## config.mk

```make
export PLATFORM = sky130hd
export DESIGN_NAME = fetch_stage
export DESIGN_NICKNAME = d
export VERILOG_FILES = /design/src/rtl/riscv_pkg.sv /design/src/rtl/sync_fifo.sv /design/src/rtl/fetch_stage.sv
export SDC_FILE = /design/constraint.sdc
export NUM_CORES = 1
export LEC_CHECK = 0
export ABC_AREA = 0
export CAP_MARGIN = 0
export CORE_MARGIN = 4
export CORE_UTILIZATION = 48
export DETAILED_ROUTE_END_ITERATION = 10
export PLACE_DENSITY = 0.78
export SLEW_MARGIN = 20
export SYNTH_ARGS = -nofsm -noshare
export SYNTH_HDL_FRONTEND = slang
export SYNTH_HIERARCHICAL = 1
export SYNTH_SLANG_ARGS = --single-unit
```

## constraint.sdc

```tcl
create_clock -name clk -period 7.4 [get_ports clk]
set_input_delay 1.48 -clock clk [delete_from_list [all_inputs] [get_ports clk]]
set_output_delay 1.48 -clock clk [all_outputs]
set_load 0.05 [all_outputs]
```

## src/rtl/riscv_pkg.sv

```systemverilog
// Shared core-wide widths, reset vector and the fetch-to-decode packet layout.
// Contains no logic, so it has no latency and no backpressure.
package riscv_pkg;
   localparam int                 XLEN      = 32;
   localparam logic [XLEN-1:0]    RESET_PC  = 32'h0000_0000;
   localparam int                 INSTR_W   = 32;
   localparam logic [INSTR_W-1:0] NOP_INSTR = 32'h0000_0013;

   typedef struct packed {
      logic [XLEN-1:0]    pc;
      logic [INSTR_W-1:0] instr;
   } fetch_pkt_t;
endpackage

```

## src/rtl/sync_fifo.sv

```systemverilog
// Generic synchronous FIFO with flush. head_dat is combinational from the head entry (0-cycle read).
// Backpressure is the caller's job via count; a flush overrides any push or pop in the same cycle.
module sync_fifo
   import riscv_pkg::*;
#(
   parameter int DEPTH = 2,
   parameter int WIDTH = XLEN + INSTR_W
) (
   input  logic                     clk,
   input  logic                     rst,
   input  logic                     push,
   input  logic [WIDTH-1:0]         push_dat,
   input  logic                     pop,
   input  logic                     flush,
   output logic [WIDTH-1:0]         head_dat,
   output logic [$clog2(DEPTH):0]   count
);
   localparam int AW = $clog2(DEPTH);
   localparam int CW = AW + 1;
   localparam logic [CW-1:0] DEPTH_C = CW'(DEPTH);

   logic [WIDTH-1:0] store [DEPTH];
   logic [AW-1:0]    wr_ptr_q, wr_ptr_d;
   logic [AW-1:0]    rd_ptr_q, rd_ptr_d;
   logic [CW-1:0]    count_q, count_d;

   always_comb begin
      wr_ptr_d = wr_ptr_q;
      rd_ptr_d = rd_ptr_q;
      count_d  = count_q;
      if (flush) begin
         wr_ptr_d = '0;
         rd_ptr_d = '0;
         count_d  = '0;
      end else begin
         if (push) wr_ptr_d = wr_ptr_q + 1'b1;
         if (pop)  rd_ptr_d = rd_ptr_q + 1'b1;
         count_d = count_q + CW'(push) - CW'(pop);
      end
   end

   always_ff @(posedge clk or negedge rst) begin
      if (!rst) begin
         wr_ptr_q <= '0;
         rd_ptr_q <= '0;
         count_q  <= '0;
      end else begin
         wr_ptr_q <= wr_ptr_d;
         rd_ptr_q <= rd_ptr_d;
         count_q  <= count_d;
      end
   end

   // Payload storage needs no reset; count gates every read.
   always_ff @(posedge clk) begin
      if (push && !flush) store[wr_ptr_q] <= push_dat;
   end

   assign head_dat = store[rd_ptr_q];
   assign count    = count_q;

   a_no_underflow: assert property (@(posedge clk) disable iff (!rst)
      !(pop && !flush && count_q == '0));
   a_no_overflow: assert property (@(posedge clk) disable iff (!rst)
      !(push && !pop && !flush && count_q == DEPTH_C));
endmodule

```

## src/rtl/fetch_stage.sv

```systemverilog
// Instruction fetch: owns the PC, issues credit-limited imem requests, buffers {pc, instr} for decode.
// Request to id_valid is 2 cycles with 1-cycle imem; id_ready low holds the head and stops requests once DEPTH slots are used.
module fetch_stage #(
   parameter int                 XLEN     = riscv_pkg::XLEN,
   parameter logic [XLEN-1:0]    RESET_PC = riscv_pkg::RESET_PC,
   parameter int                 DEPTH    = 2
) (
   input  logic              clk,
   input  logic              rst,
   output logic              imem_req_valid,
   input  logic              imem_req_ready,
   output logic [XLEN-1:0]   imem_req_addr,
   input  logic              imem_rsp_valid,
   input  logic [31:0]       imem_rsp_data,
   input  logic              redirect_valid,
   input  logic [XLEN-1:0]   redirect_pc,
   output logic              id_valid,
   input  logic              id_ready,
   output logic [XLEN-1:0]   id_pc,
   output logic [31:0]       id_instr
);
   import riscv_pkg::*;

   localparam int CW = $clog2(DEPTH) + 1;
   localparam int PW = XLEN + INSTR_W;
   localparam logic [CW-1:0] DEPTH_C = CW'(DEPTH);

   logic [XLEN-1:0] pc_q, pc_d;
   logic [CW-1:0]   outstanding_q, outstanding_d;
   logic [CW-1:0]   discard_q, discard_d;
   logic [CW-1:0]   buf_count, pcq_count, used;
   logic [XLEN-1:0] pcq_head;
   logic [PW-1:0]   buf_head;
   logic            buf_vld, id_pop, req_acc, rsp_keep;

   always_comb begin
      buf_vld  = (buf_count != '0);
      id_pop   = buf_vld && id_ready;
      // A slot freed by this cycle's decode pop can be reused at once, giving 1 instr/cycle at DEPTH=2.
      used     = outstanding_q + buf_count - CW'(id_pop);
      imem_req_valid = rst && (used < DEPTH_C) && !redirect_valid;
      imem_req_addr  = pc_q;
      req_acc  = imem_req_valid && imem_req_ready;
      rsp_keep = imem_rsp_valid && !redirect_valid && (discard_q == '0) && (pcq_count != '0);
      id_valid = buf_vld;
      id_pc    = buf_vld ? buf_head[PW-1 -: XLEN] : '0;
      id_instr = buf_vld ? buf_head[INSTR_W-1:0] : '0;
   end

   always_comb begin
      pc_d          = pc_q;
      outstanding_d = outstanding_q + CW'(req_acc) - CW'(imem_rsp_valid);
      discard_d     = discard_q;
      if (redirect_valid) begin
         // Every fetch still in flight after this cycle belongs to the dead path.
         pc_d      = redirect_pc & ~XLEN'(3);
         discard_d = outstanding_q - CW'(imem_rsp_valid);
      end else begin
         if (req_acc) pc_d = pc_q + XLEN'(4);
         if (imem_rsp_valid && discard_q != '0) discard_d = discard_q - 1'b1;
      end
   end

   always_ff @(posedge clk or negedge rst) begin
      if (!rst) begin
         pc_q          <= RESET_PC;
         outstanding_q <= '0;
         discard_q     <= '0;
      end else begin
         pc_q          <= pc_d;
         outstanding_q <= outstanding_d;
         discard_q     <= discard_d;
      end
   end

   sync_fifo #(.DEPTH(DEPTH), .WIDTH(XLEN)) u_pc_queue (
      .clk      (clk),
      .rst      (rst),
      .push     (req_acc),
      .push_dat (pc_q),
      .pop      (rsp_keep),
      .flush    (redirect_valid),
      .head_dat (pcq_head),
      .count    (pcq_count)
   );

   sync_fifo #(.DEPTH(DEPTH), .WIDTH(PW)) u_fetch_buf (
      .clk      (clk),
      .rst      (rst),
      .push     (rsp_keep),
      .push_dat ({pcq_head, imem_rsp_data}),
      .pop      (id_pop && !redirect_valid),
      .flush    (redirect_valid),
      .head_dat (buf_head),
      .count    (buf_count)
   );

   a_rsp_has_owner: assert property (@(posedge clk) disable iff (!rst)
      imem_rsp_valid |-> (outstanding_q != '0));
   a_pcq_tracks: assert property (@(posedge clk) disable iff (!rst)
      (pcq_count + discard_q) == outstanding_q);
endmodule
```

==> results of run 1 <==
## final cells by class
class	instances	share of cell area [%]
Tap cell	275	2.65
Sequential cell	234	52.5
Clock inverter	13	1.16
Clock buffer	31	5.22
Timing Repair Buffer	169	12.8
Inverter	14	0.405
Multi-Input combinational cell	376	25.2
## worst paths after layout
kind / end
min in group asynchronous: imem_req_addr[24]
hold / removal: outstanding_q[0]
setup / recovery: imem_req_valid
max in group asynchronous: u_fetch_buf/rd_ptr_q
hold reg to reg: outstanding_q[0]
setup reg to reg: u_pc_queue/store[0][29]
## cell usage in the layout (no fill, tap or decap), types with 11 or more instances in the layout
| cell type | netlist | routed |
|---|---|---|
| o21ai_0 | 11 | 11 |
| and2_1 | 68 | 68 |
| xnor2_1 | 14 | 14 |
| clkbuf_16 | 0 | 25 |
| nand3_1 | 20 | 20 |
| edfxtp_1 | 192 | 192 |
| clkdlybuf4s50_1 | 0 | 161 |
| nand2_1 | 41 | 41 |
| mux2_4 | 79 | 79 |
| inv_1 | 13 | 13 |
| dfrtp_1 | 42 | 40 |
| mux2_2 | 20 | 20 |
## power by group
part | switching, µW | total, µW | leakage, µW | internal, µW
registers | 65.1 | 1540 | 0.00225 | 1470
clock network | 479 | 1230 | 0.000402 | 753
logic | 242 | 411 | 0.00202 | 169
## sequential cells by signal, summed over array words and instances, names as in the netlist
register,count
u_pc_queue/store,64
u_pc_queue/count,2
outstanding_q,2
u_fetch_buf/rd_ptr_q,1
u_pc_queue/rd_ptr_q,1
u_pc_queue/wr_ptr_q,1
discard_q,2
u_fetch_buf/store,128
imem_req_addr,30
u_fetch_buf/count,2
u_fetch_buf/wr_ptr_q,1
## logic make-up after synthesis
family / after synthesis
compound gates: 39
xor+xnor: 26
fa+ha+maj: 10
buf+inv: 44
flops: 234
mux: 100
other cells: 1
simple gates: 195
## worst register-to-register path, delay by kind of cell (launching register included)
family	cells	cell delay, ps
xor+xnor	1	430
fa+ha+maj	1	260
flops	1	410
buf+inv	2	790
simple gates	5	1730
## layer usage
| metal | vias up | track usage, % |
|---|---|---|
| li1 | 2764 | - |
| met1 | 2946 | 24.7 |
| met2 | 224 | 27.1 |
| met3 | 40 | 2.52 |
| met4 | 0 | 5.09 |
| met5 | - | 0 |
## stage by stage
stage | power (µW) | setup slack, ps | hold slack [ps] | area (µm²)
2_1_floorplan | 1810 | 1730 | 494 | 10300
3_3_place_gp | 1960 | 1940 | 523 | 12200
3_5_place_dp | 1970 | 1930 | 522 | 12200
4_1_cts | 3210 | 1920 | 537 | 13000
5_1_grt | 3300 | 1790 | 561 | 13000
6_report | 3180 | 1910 | 533 | 13000
==> impl_metrics.json, run 1 <==
{
  "yosys-top-cells-count": "192 x edfxtp_1, 79 x mux2_4, 68 x and2_1, 42 x dfrtp_1, 41 x nand2_1",
  "yosysTopAreaCellShare_pct": 55.9,
  "finClkSkew_ps": 20.5,
  "startpoint": "id_ready",
  "worstPathCellList": "clkdlybuf4s50_1 -> and2_1 -> ha_1 -> and2b_1 -> xor3_1 -> and3_1 -> clkdlybuf4s50_1",
  "outcome": "complete, no violations",
  "drtPass1Iterations": 5,
  "viasPerCell": 5.37,
  "startpoint_type": "primary input",
  "drc": 0,
  "cap_violations": 0,
  "synth_edf_count": 192,
  "clockBufferDepth": 3,
  "cts_tree": "done",
  "multi_input_area_um2": 3270,
  "fin_setup_tns_ps": 0,
  "dr_wl_met2_mm": 10.0,
  "ys_warn_count": 6,
  "synthSimpleGateAreaFrac_pct": 10.9,
  "top_layer_used": "met4",
  "async_flop_share_pct": 17.9,
  "insertion_delay_ps": 510,
  "grt_pass1_wl_mm": 32.6,
  "track_usage_pct": 17.1,
  "fmax_mhz": 182,
  "yosys.cell_types.count": 49,
  "ctsResizeCount": 0,
  "grt_pass1_vias": 5907,
  "post-route-min-period_ps": 5490,
  "fin_crit_sh_pct": 74.2,
  "post-place-cells": 1068,
  "ys_seq_area_share_pct": 66.0,
  "r2r_start": "u_fetch_buf/count[1]",
  "maxSlewViolCount": 0,
  "critPathTopFamily": "buffers and inverters",
  "ant_nets": 0,
  "synth_compound_area_share_pct": 2.61,
  "die-area_um2": 23900,
  "final_core_util_pct": 61.6,
  "gp_congestion": 0.835,
  "final_nets": 899,
  "setup_violations": 0,
  "worstPathMaxFanout": 6,
  "drive_above_1_share_pct": 19.1,
  "power_leakage_uw": 0.00467,
  "synth_top_area_cell": "edfxtp_1",
  "netlist_instances": 649,
  "synth_most_common_cell": "edfxtp_1",
  "wl_met1_mm": 9.18,
  "cts_hold_buf": 0,
  "ys_seq_elements": 234,
  "fill_cells": 1587,
  "crit_required_ps": 5920,
  "vias": 5974,
  "grt.overflow.total": 0,
  "arrival_ps": 4010,
  "htreeDepth": 1,
  "holdPathStages": 1,
  "cts_sinks": 234,
  "core-area_um2": 21100,
  "hold_viol": 0,
  "hpwl_mm": 13.5,
  "die_w_um": 155,
  "drt_iter0_drc": 322,
  "wl_met3_mm": 1.23,
  "synth_area_per_cell_um2": 15.9,
  "reg2regPathDepth": 9,
  "ys.flop_type": "edfxtp_1",
  "cpMostUsedCell": "clkdlybuf4s50_1",
  "hold_class": "reg -> reg",
  "endpoint_kind": "primary output",
  "min_from": "outstanding_q[0]",
  "synthTopCellsByArea": "edfxtp_1 56%, mux2_4 11%, dfrtp_1 10%",
  "cp.buffers_inverters": 2,
  "synthXorXnorAreaFrac_pct": 2.75,
  "rrSetupSlack_ps": 3400,
  "start_util_pct": 48.9,
  "postCtsSetupRepairBufs": 0,
  "cts_buffers": 24,
  "cpMaxStageDelayCell": "clkdlybuf4s50_1",
  "rsz0062_at_grt": "false",
  "wl_per_cell_um": 18.9,
  "slew_headroom_pct": 29.2,
  "clk_pin_slew_worst_paths_ps": 70,
  "finalWirelength_mm": 21.0,
  "n_antenna_cell": 0,
  "power_density_nw_per_um2": 245,
  "synthAdderAreaFrac_pct": 1.21,
  "synth_top_family_by_area": "multiplexers",
  "fin_cells": 1112,
  "synthMuxAreaShare_pct": 13.8,
  "worst_pin_slew_ps": 1060,
  "grt_max_degree": 68,
  "seq_area_um2": 6820,
  "placement.io_buffers": 163,
  "worst-path-stages": 7,
  "syn_area_um2": 10300,
  "root_buffer": "clkbuf_16",
  "pin_count": 168,
  "die_y_um": 155,
  "slowest_delay_ps": 810,
  "vdd_drop_max_uv": 198,
  "row_count": 53,
  "worstSetupPathType": "in -> out",
  "antenna_found_initial": 0,
  "syn_to_final_growth_pct": 25.8
}
Power figures use the tool's default switching activity.
==> run 2: changes to the inputs <==
--- a/config.mk
+++ b/config.mk
@@ -10,7 +10,7 @@
 export CORE_MARGIN = 4
 export CORE_UTILIZATION = 48
 export DETAILED_ROUTE_END_ITERATION = 10
-export PLACE_DENSITY = 0.78
+export PLACE_DENSITY = 0.81
 export SLEW_MARGIN = 20
 export SYNTH_ARGS = -nofsm -noshare
 export SYNTH_HDL_FRONTEND = slang
==> constraint.sdc (replaced) <==
create_clock -name clk -period 4.6 [get_ports clk]
set_input_delay 0.92 -clock clk [delete_from_list [all_inputs] [get_ports clk]]
set_output_delay 0.92 -clock clk [all_outputs]
set_load 0.05 [all_outputs]
==> impl_metrics.json, run 2 (synthesis results as in run 1) <==
{
  "slew_headroom_pct": 27.3,
  "row_count": 53,
  "placement.io_buffers": 163,
  "cts_hold_buf": 0,
  "fin_cells": 1118,
  "grt_max_degree": 67,
  "wl_per_cell_um": 18.8,
  "crit_required_ps": 3680,
  "gp_congestion": 0.812,
  "outcome": "complete, no violations",
  "endpoint_kind": "primary output",
  "fin_crit_sh_pct": 83.4,
  "multi_input_area_um2": 3270,
  "setup_violations": 0,
  "clk_pin_slew_worst_paths_ps": 60,
  "grt_pass1_wl_mm": 32.9,
  "vias": 5891,
  "die_y_um": 155,
  "viasPerCell": 5.27,
  "grt.overflow.total": 0,
  "finClkSkew_ps": 14.0,
  "fmax_mhz": 261,
  "final_cell_mix": "192 x edfxtp_1, 160 x clkdlybuf4s50_1, 79 x mux2_4",
  "largest-register": "u_fetch_buf/store",
  "fin_setup_tns_ps": 0,
  "maxSlewViolCount": 0,
  "ant_nets": 0,
  "worstPathMaxFanout": 6,
  "hold_viol": 0,
  "insertion_delay_ps": 510,
  "drt_iter0_drc": 349,
  "die-area_um2": 23900,
  "power_leakage_uw": 0.00471,
  "grt_pass1_vias": 6009,
  "htreeDepth": 1,
  "final_cell_area_um2": 13100,
  "rsz0062_at_grt": "false",
  "cts_sinks": 234,
  "pin_count": 168,
  "drtPass1Iterations": 5,
  "place_area_um2": 12200,
  "syn_to_final_growth_pct": 26.5,
  "n_antenna_cell": 0,
  "startpoint_type": "primary input",
  "largest_reg_flops": 128,
  "arrival_ps": 2920,
  "root_buffer": "clkbuf_16",
  "worst_pin_slew_ps": 1090,
  "antenna_found_initial": 0,
  "drive_above_1_share_pct": 19.2,
  "final_nets": 905,
  "finalWirelength_mm": 21.0,
  "core-area_um2": 21100,
  "post-route-min-period_ps": 3840,
  "hold_class": "in -> async",
  "track_usage_pct": 17.2,
  "seq_area_um2": 6820,
  "start_util_pct": 48.9,
  "hpwl_mm": 13.8,
  "drc": 0,
  "final_common_cell": "edfxtp_1",
  "clockBufferDepth": 3,
  "fill_cells": 1569,
  "vdd_drop_max_uv": 251,
  "cap_violations": 0,
  "post-place-cells": 1074,
  "cts_tree": "done",
  "ctsResizeCount": 0,
  "worstSetupPathType": "in -> out",
  "cts_buffers": 24,
  "die_w_um": 155,
  "power_density_nw_per_um2": 390,
  "postCtsSetupRepairBufs": 0
}
==> run 2: changes by cell type in the layout (fill, tap and decap cells not counted), sizes merged <==
cell | before | now
clkinv | 6 | 8
inv | 15 | 14
clkdlybuf4s50 | 161 | 160
clkbuf | 31 | 32
clkinvlp | 3 | 1
buf | 8 | 15
==> run 2: final timing paths <==
path	startpoint	end	slack, ps	cells after the start
worst max register to register	u_fetch_buf/count[0]	u_pc_queue/store[0][21]	1400	9
worst min-delay path	rst	discard_q[0]	520	2
worst max-delay path	id_ready	imem_req_valid	760	7
worst min register to register	u_pc_queue/store[0][1]	u_fetch_buf/store[0][33]	560	1
max in group asynchronous	rst	u_fetch_buf/rd_ptr_q	3640	2
min in group clk	u_pc_queue/store[0][1]	u_fetch_buf/store[0][33]	560	1
==> run 2: per-stage QoR <==
stage	total power [µW]	setup WS, ps	util (%)	hold WS, ps
floorplan	2920	346	-	494
global placement	3160	786	58.0	533
detailed placement	3180	735	58.0	544
CTS	5150	765	61.9	525
global route	5290	712	61.9	553
finish	5100	762	61.9	523
==> run 2: final cells by class <==
cell class	count	share of cell area (%)
clock buffers	32	5.22
clock inverters	12	1.06
inverters	14	0.402
multi-input cells	376	25.1
flip-flops and latches	234	52.2
well taps	275	2.64
repair buffers	175	13.4
==> run 2: where the power goes <==
part | internal, µW | switching [µW]
combinational | 275 | 398
clock | 1210 | 751
sequential | 2370 | 93.8
==> run 2: layer usage <==
layer | GRT usage [%] | wire (µm)
met5 | 0 | 0
met3 | 3.13 | 1470
met2 | 29.7 | 10500
met4 | 4.50 | 442
met1 | 22.7 | 8610
==> run 2: worst max-delay path, cell delays in order <==
cell and delay [ps]:
clkdlybuf4s50_1 520, and2_1 160, ha_1 220, and2b_1 250
xor3_1 420, and3_1 230, buf_4 190
